--- config.mk ---
export PLATFORM = sky130hd
export DESIGN_NAME = booth_r4_mul_unit_flat
export DESIGN_NICKNAME = d
export VERILOG_FILES = /design/src/rtl/booth_r4_mul_unit_if.sv /design/src/rtl/booth_r4_mul_unit.sv /design/src/flat_wrapper.sv
export SDC_FILE = /design/constraint.sdc
export NUM_CORES = 1
export LEC_CHECK = 0
export ABC_AREA = 1
export BUFFER_PORTS_ARGS = -buffer_cell sky130_fd_sc_hd__buf_2
export CORE_ASPECT_RATIO = 0.7
export CORE_MARGIN = 1
export CORE_UTILIZATION = 64
export CTS_BUF_LIST = sky130_fd_sc_hd__clkbuf_2 sky130_fd_sc_hd__clkbuf_4 sky130_fd_sc_hd__clkbuf_8
export DETAILED_ROUTE_END_ITERATION = 10
export PLACE_DENSITY_LB_ADDON = 0.2
export SLEW_MARGIN = 20
export SYNTH_ARGS = -nofsm -noshare
export SYNTH_HDL_FRONTEND = slang
export SYNTH_SLANG_ARGS = --single-unit
--- constraint.sdc ---
create_clock -name clk -period 8.4 [get_ports clk]
set_input_delay 0.42 -clock clk [delete_from_list [all_inputs] [get_ports clk]]
set_output_delay 0.42 -clock clk [all_outputs]
set_load 0.02 [all_outputs]
--- src/rtl/booth_r4_mul_unit_if.sv ---
// ---------------------------------------------------------------------------------------------
// booth_r4_mul_unit_if
//   Operand/result handshake bundle for the radix-4 Booth multiplier.
//   The master drives operands and accepts results. The slave is the multiplier.
//
// Signals
//   in_valid   master -> slave   operands valid
//   in_ready   slave  -> master  unit can accept operands
//   a          master -> slave   multiplicand, WIDTH bits
//   b          master -> slave   multiplier, WIDTH bits
//   a_signed   master -> slave   1: a is two's complement
//   b_signed   master -> slave   1: b is two's complement
//   out_valid  slave  -> master  p holds a valid result
//   out_ready  master -> slave   consumer accepts result
//   p          slave  -> master  full-width product, 2*WIDTH bits
// ---------------------------------------------------------------------------------------------
interface booth_r4_mul_unit_if #(
    parameter int unsigned WIDTH = 32
);
    logic                 in_valid;
    logic                 in_ready;
    logic [WIDTH-1:0]     a;
    logic [WIDTH-1:0]     b;
    logic                 a_signed;
    logic                 b_signed;
    logic                 out_valid;
    logic                 out_ready;
    logic [2*WIDTH-1:0]   p;

    modport master (
        output in_valid, a, b, a_signed, b_signed, out_ready,
        input  in_ready, out_valid, p
    );

    modport slave (
        input  in_valid, a, b, a_signed, b_signed, out_ready,
        output in_ready, out_valid, p
    );
endinterface

--- src/rtl/booth_r4_mul_unit.sv ---
// ---------------------------------------------------------------------------------------------
// booth_r4_mul_unit
//   Multi-cycle radix-4 Booth multiplier. Two multiplier bits are retired per cycle, so an
//   operation takes K = (WIDTH+2)/2 Booth steps. Per-operand signedness covers
//   MUL/MULH/MULHSU/MULHU; the full 2*WIDTH-bit product is returned and the execute stage
//   picks the half it needs. A zero operand skips the iteration entirely.
//
// Ports
//   clk      in     clock
//   rst      in     synchronous, active-high reset; aborts any operation in flight
//   io_bus   slave  operand/result handshake bundle (see booth_r4_mul_unit_if)
// ---------------------------------------------------------------------------------------------
module booth_r4_mul_unit #(
    parameter int unsigned WIDTH = 32
) (
    input  logic                  clk,
    input  logic                  rst,
    booth_r4_mul_unit_if.slave    io_bus
);

    localparam int unsigned K  = (WIDTH + 2) / 2;
    localparam int unsigned AW = WIDTH + 4;    // accumulator / multiplicand width
    localparam int unsigned QW = WIDTH + 2;    // extended multiplier width
    localparam int unsigned SW = AW + QW + 1;  // {ACC, Q, q_1}
    localparam int unsigned CW = (K > 1) ? $clog2(K) : 1;

    if ((WIDTH < 4) || ((WIDTH % 2) != 0)) begin : g_bad_width
        $error("booth_r4_mul_unit: WIDTH must be even and >= 4");
    end

    typedef enum logic [1:0] {
        StIdle,
        StBusy,
        StDone
    } state_e;

    state_e              r_state;
    state_e              w_state_next;

    logic [AW-1:0]       r_acc;
    logic [AW-1:0]       r_m;
    logic [QW-1:0]       r_q;
    logic                r_q1;
    logic [CW-1:0]       r_cnt;
    logic [2*WIDTH-1:0]  r_p;

    logic                w_in_ready;
    logic                w_accept;
    logic                w_zero;
    logic                w_ea;
    logic                w_eb;
    logic [AW-1:0]       w_addend;
    logic                w_neg;
    logic [AW-1:0]       w_sum;
    logic [SW-1:0]       w_shift;
    logic [AW-1:0]       w_acc_next;
    logic [QW-1:0]       w_q_next;
    logic                w_q1_next;
    logic                w_last_step;

    // -----------------------------------------------------------------------------------------
    // Handshake
    // -----------------------------------------------------------------------------------------
    // DONE can retire and accept on the same edge, so in_ready looks through out_ready there.
    assign w_in_ready  = (r_state == StIdle) | ((r_state == StDone) & io_bus.out_ready);
    assign w_accept    = io_bus.in_valid & w_in_ready;
    assign w_zero      = (io_bus.a == '0) | (io_bus.b == '0);
    assign w_last_step = (r_state == StBusy) & (r_cnt == '0);

    assign w_ea = io_bus.a_signed & io_bus.a[WIDTH-1];
    assign w_eb = io_bus.b_signed & io_bus.b[WIDTH-1];

    // -----------------------------------------------------------------------------------------
    // Booth recoding of {Q[1], Q[0], q_1}
    // -----------------------------------------------------------------------------------------
    always_comb begin
        w_addend = '0;
        w_neg    = 1'b0;
        unique case ({r_q[1:0], r_q1})
            3'b001, 3'b010: begin
                w_addend = r_m;
            end
            3'b011: begin
                w_addend = {r_m[AW-2:0], 1'b0};
            end
            3'b100: begin
                w_addend = {r_m[AW-2:0], 1'b0};
                w_neg    = 1'b1;
            end
            3'b101, 3'b110: begin
                w_addend = r_m;
                w_neg    = 1'b1;
            end
            default: begin
                // 000 / 111: add nothing
            end
        endcase
    end

    // Subtraction folds into the one adder as ~X + 1 via the carry-in term.
    assign w_sum = r_acc + (w_addend ^ {AW{w_neg}}) + {{(AW-1){1'b0}}, w_neg};

    // Arithmetic shift of the whole {ACC, Q, q_1} register by two, same cycle as the add.
    assign w_shift    = $signed({w_sum, r_q, r_q1}) >>> 2;
    assign w_acc_next = w_shift[SW-1:QW+1];
    assign w_q_next   = w_shift[QW:1];
    assign w_q1_next  = w_shift[0];

    // -----------------------------------------------------------------------------------------
    // FSM
    // -----------------------------------------------------------------------------------------
    always_comb begin
        w_state_next = r_state;
        if (w_accept) begin
            w_state_next = w_zero ? StDone : StBusy;
        end else begin
            unique case (r_state)
                StIdle: begin
                    w_state_next = StIdle;
                end
                StBusy: begin
                    if (r_cnt == '0) begin
                        w_state_next = StDone;
                    end
                end
                StDone: begin
                    if (io_bus.out_ready) begin
                        w_state_next = StIdle;
                    end
                end
                default: begin
                    w_state_next = StIdle;
                end
            endcase
        end
    end

    always_ff @(posedge clk) begin
        if (rst) begin
            r_state <= StIdle;
        end else begin
            r_state <= w_state_next;
        end
    end

    // -----------------------------------------------------------------------------------------
    // Datapath
    // -----------------------------------------------------------------------------------------
    always_ff @(posedge clk) begin
        if (rst) begin
            r_acc <= '0;
            r_m   <= '0;
            r_q   <= '0;
            r_q1  <= 1'b0;
            r_cnt <= '0;
            r_p   <= '0;
        end else if (w_accept) begin
            r_acc <= '0;
            r_m   <= {{4{w_ea}}, io_bus.a};
            r_q   <= {{2{w_eb}}, io_bus.b};
            r_q1  <= 1'b0;
            r_cnt <= CW'(K - 1);
            if (w_zero) begin
                r_p <= '0;
            end
        end else if (r_state == StBusy) begin
            r_acc <= w_acc_next;
            r_q   <= w_q_next;
            r_q1  <= w_q1_next;
            if (r_cnt != '0) begin
                r_cnt <= r_cnt - 1'b1;
            end
            // Product is taken from the post-step value so no extra cycle is spent in BUSY.
            if (w_last_step) begin
                r_p <= w_shift[2*WIDTH:1];
            end
        end
    end

    // -----------------------------------------------------------------------------------------
    // Outputs
    // -----------------------------------------------------------------------------------------
    assign io_bus.in_ready  = w_in_ready;
    assign io_bus.out_valid = (r_state == StDone);
    assign io_bus.p         = r_p;

endmodule
--- src/flat_wrapper.sv ---
// flat-port wrapper written by rule: the top's interface ports become plain ports
module booth_r4_mul_unit_flat 
#(
    parameter int unsigned WIDTH = 32
)
  (clk, rst, io_bus_in_valid, io_bus_a, io_bus_b, io_bus_a_signed, io_bus_b_signed, io_bus_out_ready, io_bus_in_ready, io_bus_out_valid, io_bus_p);
  booth_r4_mul_unit_if #(.WIDTH(WIDTH)) io_bus_i ();
  input  logic clk;
  input  logic rst;
  input wire logic [$bits(io_bus_i.in_valid)-1:0] io_bus_in_valid;
  input wire logic [$bits(io_bus_i.a)-1:0] io_bus_a;
  input wire logic [$bits(io_bus_i.b)-1:0] io_bus_b;
  input wire logic [$bits(io_bus_i.a_signed)-1:0] io_bus_a_signed;
  input wire logic [$bits(io_bus_i.b_signed)-1:0] io_bus_b_signed;
  input wire logic [$bits(io_bus_i.out_ready)-1:0] io_bus_out_ready;
  output wire logic [$bits(io_bus_i.in_ready)-1:0] io_bus_in_ready;
  output wire logic [$bits(io_bus_i.out_valid)-1:0] io_bus_out_valid;
  output wire logic [$bits(io_bus_i.p)-1:0] io_bus_p;
  assign io_bus_i.in_valid = io_bus_in_valid;
  assign io_bus_i.a = io_bus_a;
  assign io_bus_i.b = io_bus_b;
  assign io_bus_i.a_signed = io_bus_a_signed;
  assign io_bus_i.b_signed = io_bus_b_signed;
  assign io_bus_i.out_ready = io_bus_out_ready;
  assign io_bus_in_ready = io_bus_i.in_ready;
  assign io_bus_out_valid = io_bus_i.out_valid;
  assign io_bus_p = io_bus_i.p;
  booth_r4_mul_unit #(.WIDTH(WIDTH)) u_core (.clk(clk), .rst(rst), .io_bus(io_bus_i));
endmodule
==> results of run 1 <==
layout make-up:
type / instances / area share (%)
clock inverter: 14 / 1.82
inverter: 147 / 5.19
timing repair buffer: 142 / 6.85
tap: 190 / 2.24
multi-input combinational: 992 / 49.0
clock buffer: 18 / 2.33
sequential: 173 / 32.6
worst max-delay path by stage:
stage                                          start                          endpoint  cells past startpoint
final                     u_core.r_q[0]$_SDFFE_PP0P_     u_core.r_acc[25]$_SDFFE_PP0P_                     16
after global routing        u_core.r_q1$_SDFFE_PP0P_     u_core.r_acc[28]$_SDFFE_PP0P_                     18
after CTS                 u_core.r_q[0]$_SDFFE_PP0P_  u_core.io_bus.p[62]$_SDFFE_PP0P_                     16
after detailed placement  u_core.r_q[0]$_SDFFE_PP0P_     u_core.r_acc[31]$_SDFFE_PP0P_                     20
after global placement      u_core.r_q1$_SDFFE_PP0P_     u_core.r_acc[25]$_SDFFE_PP0P_                     16
after floorplan             u_core.r_q1$_SDFFE_PP0P_     u_core.r_acc[18]$_SDFFE_PP0P_                     19
stage by stage:
| step | cells | instance area (sq um) | setup slack [ps] |
|---|---|---|---|
| final | 1676 | 10600 | 4380 |
| after floorplan | 1380 | 9500 | 5350 |
| after CTS | 1676 | 10600 | 4450 |
| after global routing | 1676 | 10600 | 4020 |
| after detailed placement | 1644 | 10200 | 4500 |
| after global placement | 1644 | 10200 | 4530 |
placed cells by master, fill, tap and decap left out, types with 8 or more instances in the layout:
cell	instances
inv_1	141
nor3_1	8
dfxtp_1	173
buf_2	135
clkbuf_8	18
o22ai_1	33
ha_1	39
xor2_1	47
nand3_1	78
o21ai_0	88
nor2_1	107
o211ai_1	18
a31oi_1	24
nor4_1	17
nand2_1	329
a21o_1	11
a21oi_1	147
cell families (layout without fill, tap and decap cells):
logic type,after synthesis,after routing
flip-flops,173,173
adder cells (fa/ha/maj),40,40
multiplexers,1,1
AND/OR/NAND/NOR,567,567
XOR/XNOR,51,51
AO/OA/AOI/OAI,333,333
buffers and inverters,215,321
registers in the layout (all words and copies together), names as in the netlist:
register and flops:
u_core.io_bus.p 64, u_core.r_acc 34, u_core.r_q 34, u_core.r_m 33, u_core.r_cnt 5, u_core.r_state 2
u_core.r_q1 1
per-layer routing:
metal  GRT usage [%]  part of all wire (%)
met5               0                     0
met3            7.59                   9.7
met1            50.3                    45
met2            51.7                    43
met4            11.8                   1.8
report_power, final:
part           switching [W]  internal, W
Combinational       0.000329     0.000151
Clock               0.000352     0.000289
Sequential         0.0000353     0.000878
Total               0.000717      0.00132
worst max-delay path, stage by stage (launching register included):
cell and delay [ps]:
dfxtp_1 400, inv_1 80, ha_1 210, nand2_1 110
nand3_2 760, xor2_1 540, ha_1 340, a21oi_1 220
o21ai_0 230, a21oi_1 300, inv_1 80, a21oi_1 220
nand3b_1 140, nand2_1 90, nand2_1 50, o211ai_1 100
inv_1 50
==> summary.md, run 1 <==
| Metric | Value |
|---|---|
| Status | complete, no violations |
| Hold WC Path Type | in -> reg |
| Post-Synthesis Net Count | 1490 |
| Multi-input gate area | 5210 sq um |
| Share of cells above drive strength 1 | 13.0% |
| Max clock buf depth | 2 |
| Post-route setup TNS | 0 ps |
| Hold_buf cts | 0 |
| Fin nets | 1583 |
| Yosys top cell area share | 36.5% |
| Die H | 104 um |
| Starting Density | 66.9% |
| Synth top cells by count | nand2_1 (329), dfxtp_1 (173), a21oi_1 (147), inv_1 (141), nor2_1 (107) |
| Placer Congestion | 1.00 |
| Final setup fails | 0 |
| Slew Limit Fails | 0 |
| Initial antenna violation count | 0 |
| Avg Synthesized Cell Area | 6.88 sq um |
| Clk_skew | 15.4 ps |
| FF-to-FF End | u_core.r_acc[25]$_SDFFE_PP0P_ |
| Mapped Cells | 1380 |
| Initial DRT Pass Iterations | 7 |
| Synth Area in Compound Gates | 19.5% |
| Static leakage | 5.06 nW |
| DR WL/cell | 15.8 um |
| Max cap viols | 0 |
| Die area | 15300 sq um |
| Final Power | 0.00204 W |
| Clock sink count | 173 |
| CP Launch Type | flop |
| Die Wd | 148 um |
| RSZ-0062 raised after global routing | false |
| FF-to-FF setup slack | 4380 ps |
| Post-layout util | 74.9% |
| Tmin final | 4020 ps |
| Post-CTS setup buffers | 0 |
| Most common cell in the netlist | nand2_1 |
| Synth Area in Simple Gates | 25.1% |
| Fillers | 1169 |
| Max transition margin | 31.8% |
| Worst Setup End Kind | flop |
| I/O pins | 136 |
| TritonCTS clock tree | yes |
| Endpoints failing hold | 0 |
| Number of remaining DRC errors | 0 |
| First-pass GRT wire length | 43000 um |
| Count of input and output buffers | 135 |
| Main combinational cell family by area after synthesis | simple AND/OR/NAND/NOR gates |
| Row cnt | 36 |
| #FFs+latches synth | 173 |
| Hold WS | 201 ps |
| Max Clock Freq | 0.249 GHz |
| Via-per-instance ratio | 5.77 |
| Core ar. | 14200 sq um |
| Resize count post-CTS | 0 |
| Worst Reg2Reg Path Length in Cells | 16 |
| Hold Path End | u_core.r_m[32]$_SDFFE_PP0P_ |
| Number of flops mapped to enable cells by yosys | 0 |
| Largest net degree at the start of global routing | 100 |
| Synth unique cells | 43 |
| Critical Path AT | 4410 ps |
| GRT Overall Usage | 35.0% |
| Routed wire length | 26500 um |
| XOR/XNOR Fraction of Synth Area | 4.70% |
| Clk Latency, worst-skew pair | 480 ps |
| Pwr dens | 191 nW/um^2 |
| ANT cells | 0 |
| Setup Crit Path Kind | reg -> reg |
| Area leader, netlist | dfxtp_1 |
| Ys flop type | dfxtp_1 |
| Tcrit/Tclk final | 47.9% |
| Async S/R FF share, synth | 0% |
| Critical path fanouts, max | 33 |
| Total congestion overflow | 0 |
| Ranking of synthesized cells by area | dfxtp_1 (36%), nand2_1 (13%), a21oi_1 (7.7%) |
| Worst r2r src | u_core.r_q[0]$_SDFFE_PP0P_ |
| CTS clock-pin slew for the worst setup and hold paths | 100 ps |
| Mux share of post-synthesis cell area | 0.105% |
| Initial drt markers | 1067 |
| Post-route ant nets | 0 |
| WHS Path Cells | 3 |
| Sequential cell area | 3460 sq um |
| CTS H-tree depth | 4 |
| Clock root buffer | clkbuf_8 |
| YS warnings | 0 |
| Synth Cell Area | 9500 sq um |
| Worst VDD drop | 144 uV |
| DP HPWL | 18700 um |
| CTS buffer count | 17 |
| Worst EP required | 8790 ps |
| Adder-Cell Fraction of Synth Area | 5.35% |
| Hold path startpoint | io_bus_a_signed |
| Sequential share of the synthesized area | 36.5% |
| Worst Max-Slew Pin Slew | 1020 ps |
| Area Growth Syn to Fin | 11.9% |
| Vias | 9664 |
| Vias in the first global route | 8675 |
Power figures use the tool's default switching activity.
==> run 2: changes to the inputs <==
Settings changed: ABC_AREA 1 to 0, CORE_UTILIZATION 64 to 59.
Clock period 8.4 ns to 4.2 ns, I/O delays scaled along.
==> run 2 against run 1 <==
Net effect:
- largest cell class unchanged
- combinational power rose by 94%
- via count decreased by 12%
- first-iteration DRC count decreased by 40%
- worst hold slack worse by 180 ps
- die area up 0.84%
- synthesized area decreased by 7.0%
- critical path depth decreased by 1
==> summary.md, run 2 <==
| Metric | Value |
|---|---|
| DP Area | 9580 sq um (-6.0%) |
| Total congestion overflow | 0 (unchanged) |
| Most frequent cells in the layout | nand2_1 (207), dfxtp_1 (173), buf_2 (134) |
| Endpoints failing hold | 0 (unchanged) |
| Max reg flops | 64 (unchanged) |
| Worst EP required | 4550 ps (-4240 ps) |
| Commonest non-fill, non-tap cell in the layout | nand2_1 |
| Sequential share of the synthesized area | 39.2% (+2.8 points) |
| Final instance area | 10300 sq um (-3.2%) |
| Ranking of synthesized cells by area | dfxtp_1 (39%), nand2_1 (8.8%), a22oi_1 (6.5%) |
| Core ar. | 14700 sq um (+3.4%) |
| Count of input and output buffers | 135 (unchanged) |
| Max Clock Freq | 0.257 GHz (+3.5%) |
| Setup Crit Path Kind | reg -> reg |
| Max clock buf depth | 2 (unchanged) |
| Post-CTS setup buffers | 0 (unchanged) |
| Fin nets | 1344 (-15%) |
| Initial DRT Pass Iterations | 6 (-1) |
| Number of remaining DRC errors | 0 (unchanged) |
| Vias | 8495 (-12%) |
| Async S/R FF share, synth | 0% (unchanged) |
| Synth top cells by count | nand2_1 (208), dfxtp_1 (173), nor2_1 (118), a21oi_1 (97), a22oi_1 (76) |
| Clk Latency, worst-skew pair | 470 ps (about the same) |
| Synth Cell Area | 8830 sq um (-7.0%) |
| Clk_skew | 10.4 ps (-4.93 ps) |
| Worst r2r src | u_core.r_q1$_SDFFE_PP0P_ |
| Hold path startpoint | io_bus_a[20] |
| RSZ-0062 raised after global routing | false |
| CTS buffer count | 17 (unchanged) |
| Net switching power | 0.00133 W (+86%) |
| #FFs+latches synth | 173 (unchanged) |
| Avg Synthesized Cell Area | 7.89 sq um (+15%) |
| Area Growth Syn to Fin | 16.5% |
| Clock sink count | 173 (unchanged) |
| Final WS setup | 314 ps (-4070 ps) |
| Pre-CTS setup slack | 220 ps (-4280 ps) |
| Tmin final | 3890 ps (-135 ps) |
| Tcrit/Tclk final | 92.5% (+45 points) |
| CTS H-tree depth | 4 (unchanged) |
| Max cap viols | 0 (unchanged) |
| Switching Share | 34.0% (-1.2 points) |
| First-pass GRT wire length | 38300 um (-11%) |
| Comb power frac | 23.8% (+0.2 points) |
| Dpl cells | 1380 (-16%) |
| DP HPWL | 16300 um (-13%) |
| Initial antenna violation count | 0 (unchanged) |
| Area leader, netlist | dfxtp_1 |
| Pwr dens | 380 nW/um^2 (+99%) |
| Row cnt | 37 (+2.8%) |
| FF-to-FF setup slack | 310 ps (-4070 ps) |
| Routing usage on met2 | 47.5% (-4.2 points) |
| ANT cells | 0 (unchanged) |
| Grt met3 use | 6.32% (-1.3 points) |
| Critical path fanouts, max | 33 (unchanged) |
| Placer Congestion | 0.969 (-3.4%) |
| Max transition margin | 49.2% (+17 points) |
| Clock root buffer | clkbuf_8 |
| Die area | 15500 sq um (+0.84%) |
| Largest net degree at the start of global routing | 74 (-26%) |
| WHS Path Cells | 3 (unchanged) |
| Final Power | 0.00391 W (+92%) |
| Post-route ant nets | 0 (unchanged) |
| Post-Layout Cell Count | 1442 (-14%) |
| Hold WC Path Type | in -> reg |
| YS warnings | 0 (unchanged) |
| CTS clock-pin slew for the worst setup and hold paths | 90 ps (about the same) |
| Internal power | 0.00258 W (+96%) |
| Share of cells above drive strength 1 | 15.9% (+2.9 points) |
| Ys flop type | dfxtp_1 |
| FF-to-FF End | u_core.io_bus.p[63]$_SDFFE_PP0P_ |
| Worst Max-Slew Pin Slew | 762 ps (-259 ps) |
| Hold Path End | u_core.r_m[20]$_SDFFE_PP0P_ |
| Vias in the first global route | 7842 (-9.6%) |
| Fillers | 1184 (+1.3%) |
| Yosys top cell area share | 39.2% (+2.8 points) |
| Most common cell in the netlist | nand2_1 |
| Status | complete, no violations |
| Mapped Cells | 1119 (-19%) |
| DR WL/cell | 16.3 um (+3.1%) |
| M1 GR Usage | 43.7% (-6.6 points) |
| Worst Setup End Kind | flop |
| Static leakage | 4.17 nW (-18%) |
| Final setup fails | 0 (unchanged) |
| Worst Reg2Reg Path Length in Cells | 15 (-1) |
| Die Wd | 148 um (+0.42%) |
| I/O pins | 136 (unchanged) |
| TritonCTS clock tree | yes |
| Via-per-instance ratio | 5.89 (+2.2%) |
| Initial drt markers | 639 (-40%) |
| Number of flops mapped to enable cells by yosys | 0 (unchanged) |
| Critical Path AT | 4230 ps (-180 ps) |
| Post-Synthesis Net Count | 1229 (-18%) |
| Slew Limit Fails | 0 (unchanged) |
| Worst VDD drop | 274 uV (+90%) |
| Register share of total power | 46.6% (+1.7 points) |
| Die H | 104 um (+0.42%) |
| Clock share of power | 29.6% (-1.9 points) |
| Routed wire length | 23500 um (-11%) |
| Starting Density | 60.2% (-6.8 points) |
| Busiest grt layer | met2 |
| Synth unique cells | 53 (+23%) |
| Post-route setup TNS | 0 ps (unchanged) |
| GRT Overall Usage | 31.0% (-4.0 points) |
| CP Launch Type | flop |
-- run 2: timing repair --
action | CTS | global route
hold buffers | 30 | 0
endpoints found under the hold margin | 29 | 0
endpoints found under the setup margin | 0 | 9
resized for setup | 0 | 4
-- run 2: kinds of logic after synthesis --
group	synth area share [%]
flops	39.2
compound gates	23.2
simple gates	20.6
buf+inv	4.34
mux	0.482
fa+ha+maj	5.75
xor+xnor	6.35
-- run 2: per-layer routing --
metal	part of all wire, %	routed length (um)
met2	43	10200
met1	48	11300
met3	7.0	1650
met4	1.8	412
met5	0	0
-- run 2: final cells by class --
cell class / instances / area (sq um) / area share (%)
Tap cell: 195 / 244 / 2.37
Timing Repair Buffer: 180 / 1090 / 10.6
Multi-Input combinational cell: 845 / 5040 / 49.0
Clock inverter: 13 / 133 / 1.29
Clock buffer: 19 / 255 / 2.48
Inverter: 17 / 63.8 / 0.620
Sequential cell: 173 / 3460 / 33.7
-- run 2: worst max path at each step --
stage / from / endpoint / slack, ps / depth (start not counted)
final: u_core.r_q1$_SDFFE_PP0P_ / u_core.io_bus.p[63]$_SDFFE_PP0P_ / 310 / 15
after global routing: u_core.r_q1$_SDFFE_PP0P_ / u_core.r_acc[28]$_SDFFE_PP0P_ / 60 / 17
after CTS: u_core.r_q1$_SDFFE_PP0P_ / u_core.r_acc[26]$_SDFFE_PP0P_ / 200 / 15
after detailed placement: u_core.r_q1$_SDFFE_PP0P_ / u_core.r_acc[26]$_SDFFE_PP0P_ / 220 / 15
after global placement: u_core.r_q1$_SDFFE_PP0P_ / u_core.r_acc[26]$_SDFFE_PP0P_ / 320 / 16
after floorplan: u_core.r_q1$_SDFFE_PP0P_ / u_core.io_bus.p[63]$_SDFFE_PP0P_ / 380 / 16
-- run 2: per-stage QoR --
step / hold slack (ps) / util, %
floorplan: 346 / -
global placement: 432 / 65.3
detailed placement: 437 / 65.3
CTS: 0.805 / 70.0
global route: 10.4 / 70.1
finish: 19.7 / 70.1
-- run 2: critical path, stage by stage (launching register included) --
cell and delay [ps]:
dfxtp_1 390, inv_1 80, ha_1 220, mux2_4 410
a22oi_1 230, xnor2_1 120, ha_1 460, a21oi_1 180
and3_1 200, or4_1 390, a21o_1 220, a41o_1 290
o21a_4 220, o21ai_2 120, xnor2_1 140, o21ai_1 90
-- run 2: power groups by stage --
stage | combinational [W] | sequential, W | clock (W)
detailed placement | 0.000893 | 0.00186 | 0
global route | 0.00103 | 0.00184 | 0.00124
finish | 0.000932 | 0.00182 | 0.00116
CTS | 0.000920 | 0.00182 | 0.00117
floorplan | 0.000622 | 0.00187 | 0
global placement | 0.000885 | 0.00186 | 0
==> run 3: changes to the inputs <==
Settings changed: BUFFER_PORTS_ARGS -buffer_cell sky130_fd_sc_hd__buf_2 to -buffer_cell sky130_fd_sc_hd__clkbuf_2, CORE_UTILIZATION 59 to 57, CTS_BUF_LIST sky130_fd_sc_hd__clkbuf_2 sky130_fd_sc_hd__clkbuf_4 sky130_fd_sc_hd__clkbuf_8 to sky130_fd_sc_hd__clkbuf_8 sky130_fd_sc_hd__clkbuf_16.
==> run 3 against run 2 <==
Net effect:
- sequential power barely moved
- final area fell by 0.64%
- via count barely moved
- first-iteration DRC count rose by 18%
- register-to-register slack got worse by 120 ps
- core utilization fell by 1.5 points
- critical path depth did not move
- die area rose by 3.5%
- worst hold slack got worse by 10 ps
- critical endpoint is now u_core.r_acc[23]$_SDFFE_PP0P_
==> summary.md, run 3 (synthesized netlist as in run 2, its figures left out) <==
| Metric | Value |
|---|---|
| Largest net degree at the start of global routing | 102 (+38%) |
| Static leakage | 4.13 nW (-1.0%) |
| Critical Path End | u_core.r_acc[23]$_SDFFE_PP0P_ |
| CTS buffer count | 17 (unchanged) |
| Max transition margin | 31.7% (-18 points) |
| RSZ-0062 raised after global routing | false |
| Starting Density | 59.2% (-0.93 points) |
| Cell depth of the worst setup path | 15 (unchanged) |
| Internal power | 0.00285 W (+10%) |
| DP Area | 9600 sq um (+0.24%) |
| Routed wire length | 24200 um (+2.8%) |
| Worst VDD drop | 294 uV (+7.2%) |
| Fin nets | 1322 (-1.6%) |
| Max Clock Freq | 0.250 GHz (-3.0%) |
| Count of input and output buffers | 135 (unchanged) |
| Vias | 8491 (-0.047%) |
| Register share of total power | 42.9% (-3.7 points) |
| Crit-path leading delay family | compound AO/OA/AOI/OAI gates |
| FF-to-FF End | u_core.r_acc[23]$_SDFFE_PP0P_ |
| Core ar. | 14900 sq um (+1.6%) |
| DP HPWL | 16800 um (+3.2%) |
| Initial antenna violation count | 0 (unchanged) |
| Tmin final | 4010 ps (+120 ps) |
| Setup Crit Path Kind | reg -> reg |
| Tcrit/Tclk final | 95.4% (+2.9 points) |
| CP Launch Type | flop |
| CP max stage delay | 430 ps (-30 ps) |
| Number of remaining DRC errors | 0 (unchanged) |
| Post-route setup TNS | 0 ps (unchanged) |
| Die Wd | 151 um (+1.7%) |
| CTS H-tree depth | 4 (unchanged) |
| Worst Reg2Reg Path Length in Cells | 15 (unchanged) |
| Hold WC Path Type | in -> reg |
| CTS clock-pin slew for the worst setup and hold paths | 70 ps (-20 ps) |
| Die H | 106 um (+1.7%) |
| Slew Limit Fails | 0 (unchanged) |
| I/O pins | 136 (unchanged) |
| ANT cells | 0 (unchanged) |
| Vias in the first global route | 7564 (-3.5%) |
| Switching Share | 33.1% (-0.86 points) |
| Via-per-instance ratio | 5.98 (+1.5%) |
| Most frequent cells in the layout | nand2_1 (207), dfxtp_1 (173), clkbuf_2 (134) |
| Post-route ant nets | 0 (unchanged) |
| Launch point of the worst path | u_core.r_q1$_SDFFE_PP0P_ |
| Clk_skew | 8.15 ps (-2.30 ps) |
| Max cap viols | 0 (unchanged) |
| Fillers | 1280 (+8.1%) |
| FF-to-FF setup slack | 190 ps (-120 ps) |
| Comb power frac | 21.8% (-2.0 points) |
| Pwr dens | 417 nW/um^2 (+9.5%) |
| Clk Latency, worst-skew pair | 440 ps (-30 ps) |
| Post-CTS setup buffers | 0 (unchanged) |
| Final instance area | 10200 sq um (-0.64%) |
| Critical path fanouts, max | 21 (-36%) |
| Worst Setup End Kind | flop |
| Total congestion overflow | 0 (unchanged) |
| Initial drt markers | 756 (+18%) |
| Net switching power | 0.00141 W (+6.1%) |
| Max clock buf depth | 2 (unchanged) |
| Endpoints failing hold | 0 (unchanged) |
| DR WL/cell | 17.0 um (+4.4%) |
| Status | complete, no violations |
| CP Buf/Inv Count | 1 (unchanged) |
| Crit-path cells | inv_1 > ha_1 > mux2_2 > a22oi_1 > xnor2_1 > ha_1 > a21oi_1 > nand2_1 > a221oi_1 > a21o_1 > nand4_1 > a31oi_1 > xnor2_1 > nand2_1 > a21oi_1 |
| Clock share of power | 35.4% (+5.8 points) |
| Hold path startpoint | io_bus_a[10] |
| Commonest non-fill, non-tap cell in the layout | nand2_1 |
| Clock root buffer | clkbuf_16 |
| Share of cells above drive strength 1 | 16.3% (+0.45 points) |
| Worst r2r src | u_core.r_q1$_SDFFE_PP0P_ |
| Die area | 16000 sq um (+3.5%) |
| Clock sink count | 173 (unchanged) |
| GRT Overall Usage | 31.1% (+0.086 points) |
| Worst EP required | 4560 ps (about the same) |
| Placer Congestion | 0.941 (-2.9%) |
| Area Growth Syn to Fin | 15.7% |
| Initial DRT Pass Iterations | 5 (-1) |
| Max reg flops | 64 (unchanged) |
| Worst Max-Slew Pin Slew | 1020 ps (+263 ps) |
| Final setup fails | 0 (unchanged) |
| Row cnt | 37 (unchanged) |
| TritonCTS clock tree | yes |
| Crit path max-delay cell type | mux2_2 |
| First-pass GRT wire length | 38800 um (+1.4%) |
| Critical Path AT | 4360 ps (+130 ps) |
-- run 3: changes by cell type in the layout (fill, tap and decap cells not counted), sizes merged, moves of 2 or more --
cell / before / now
buf: 150 / 19
dlygate4sd3: 30 / 5
inv: 21 / 27
clkbuf: 19 / 151
clkinvlp: 3 / 1
-- run 3: tightest hold or removal path, delay by kind of cell --
kind / cells / cell delay, ps
buf+inv: 1 / 90
simple gates: 1 / 50
compound gates: 1 / 50
-- run 3: how the worst min path moves through the flow --
stage	cells past startpoint	endpoint	slack, ps
after floorplan	2	u_core.r_m[0]$_SDFFE_PP0P_	350
after global placement	2	u_core.io_bus.p[52]$_SDFFE_PP0P_	440
after detailed placement	2	u_core.io_bus.p[51]$_SDFFE_PP0P_	440
after CTS	3	u_core.r_m[0]$_SDFFE_PP0P_	2
after global routing	3	u_core.r_m[25]$_SDFFE_PP0P_	2
final	3	u_core.r_m[10]$_SDFFE_PP0P_	9
-- run 3: what timing repair did --
item	in CTS	in global routing
resized for setup	0	3
hold endpoints to repair	5	0
endpoints found under the setup margin	0	14
hold buffers	5	0
-- run 3: metal layers --
metal	share of wire [%]	global-route usage [%]	up-vias
met4	1.7	10.1	0
met3	7.6	6.61	34
li1	-	-	4158
met2	43	44.9	338
met5	0	0	-
met1	47	45.7	3961
-- run 3: power by group through the flow --
stage	combinational, W	sequential [W]	clock, W
2_1_floorplan	0.000622	0.00187	0
3_3_place_gp	0.000893	0.00186	0
3_5_place_dp	0.000902	0.00186	0
4_1_cts	0.000914	0.00182	0.00152
5_1_grt	0.00102	0.00184	0.00161
6_report	0.000927	0.00183	0.00151
-- run 3: layout make-up --
class	count	area, sq um	area share (%)
repair buffers	158	863	8.45
well taps	195	244	2.39
flip-flops and latches	173	3460	33.9
multi-input cells	845	5030	49.2
inverters	17	63.8	0.624
clock inverters	15	128	1.25
clock buffers	17	425	4.16
-- run 3: metrics by stage --
stage / total power [W] / util [%] / instances / hold slack, ps / worst slack [ps]
after CTS: 0.00426 / 68.4 / 1420 / 2.03 / 179
after detailed placement: 0.00276 / 64.4 / 1383 / 440 / 212
after global routing: 0.00446 / 68.6 / 1420 / 1.61 / 3.90
after floorplan: 0.00249 / - / 1119 / 346 / 379
after global placement: 0.00275 / 64.4 / 1383 / 436 / 310
final: 0.00426 / 68.6 / 1420 / 9.33 / 194
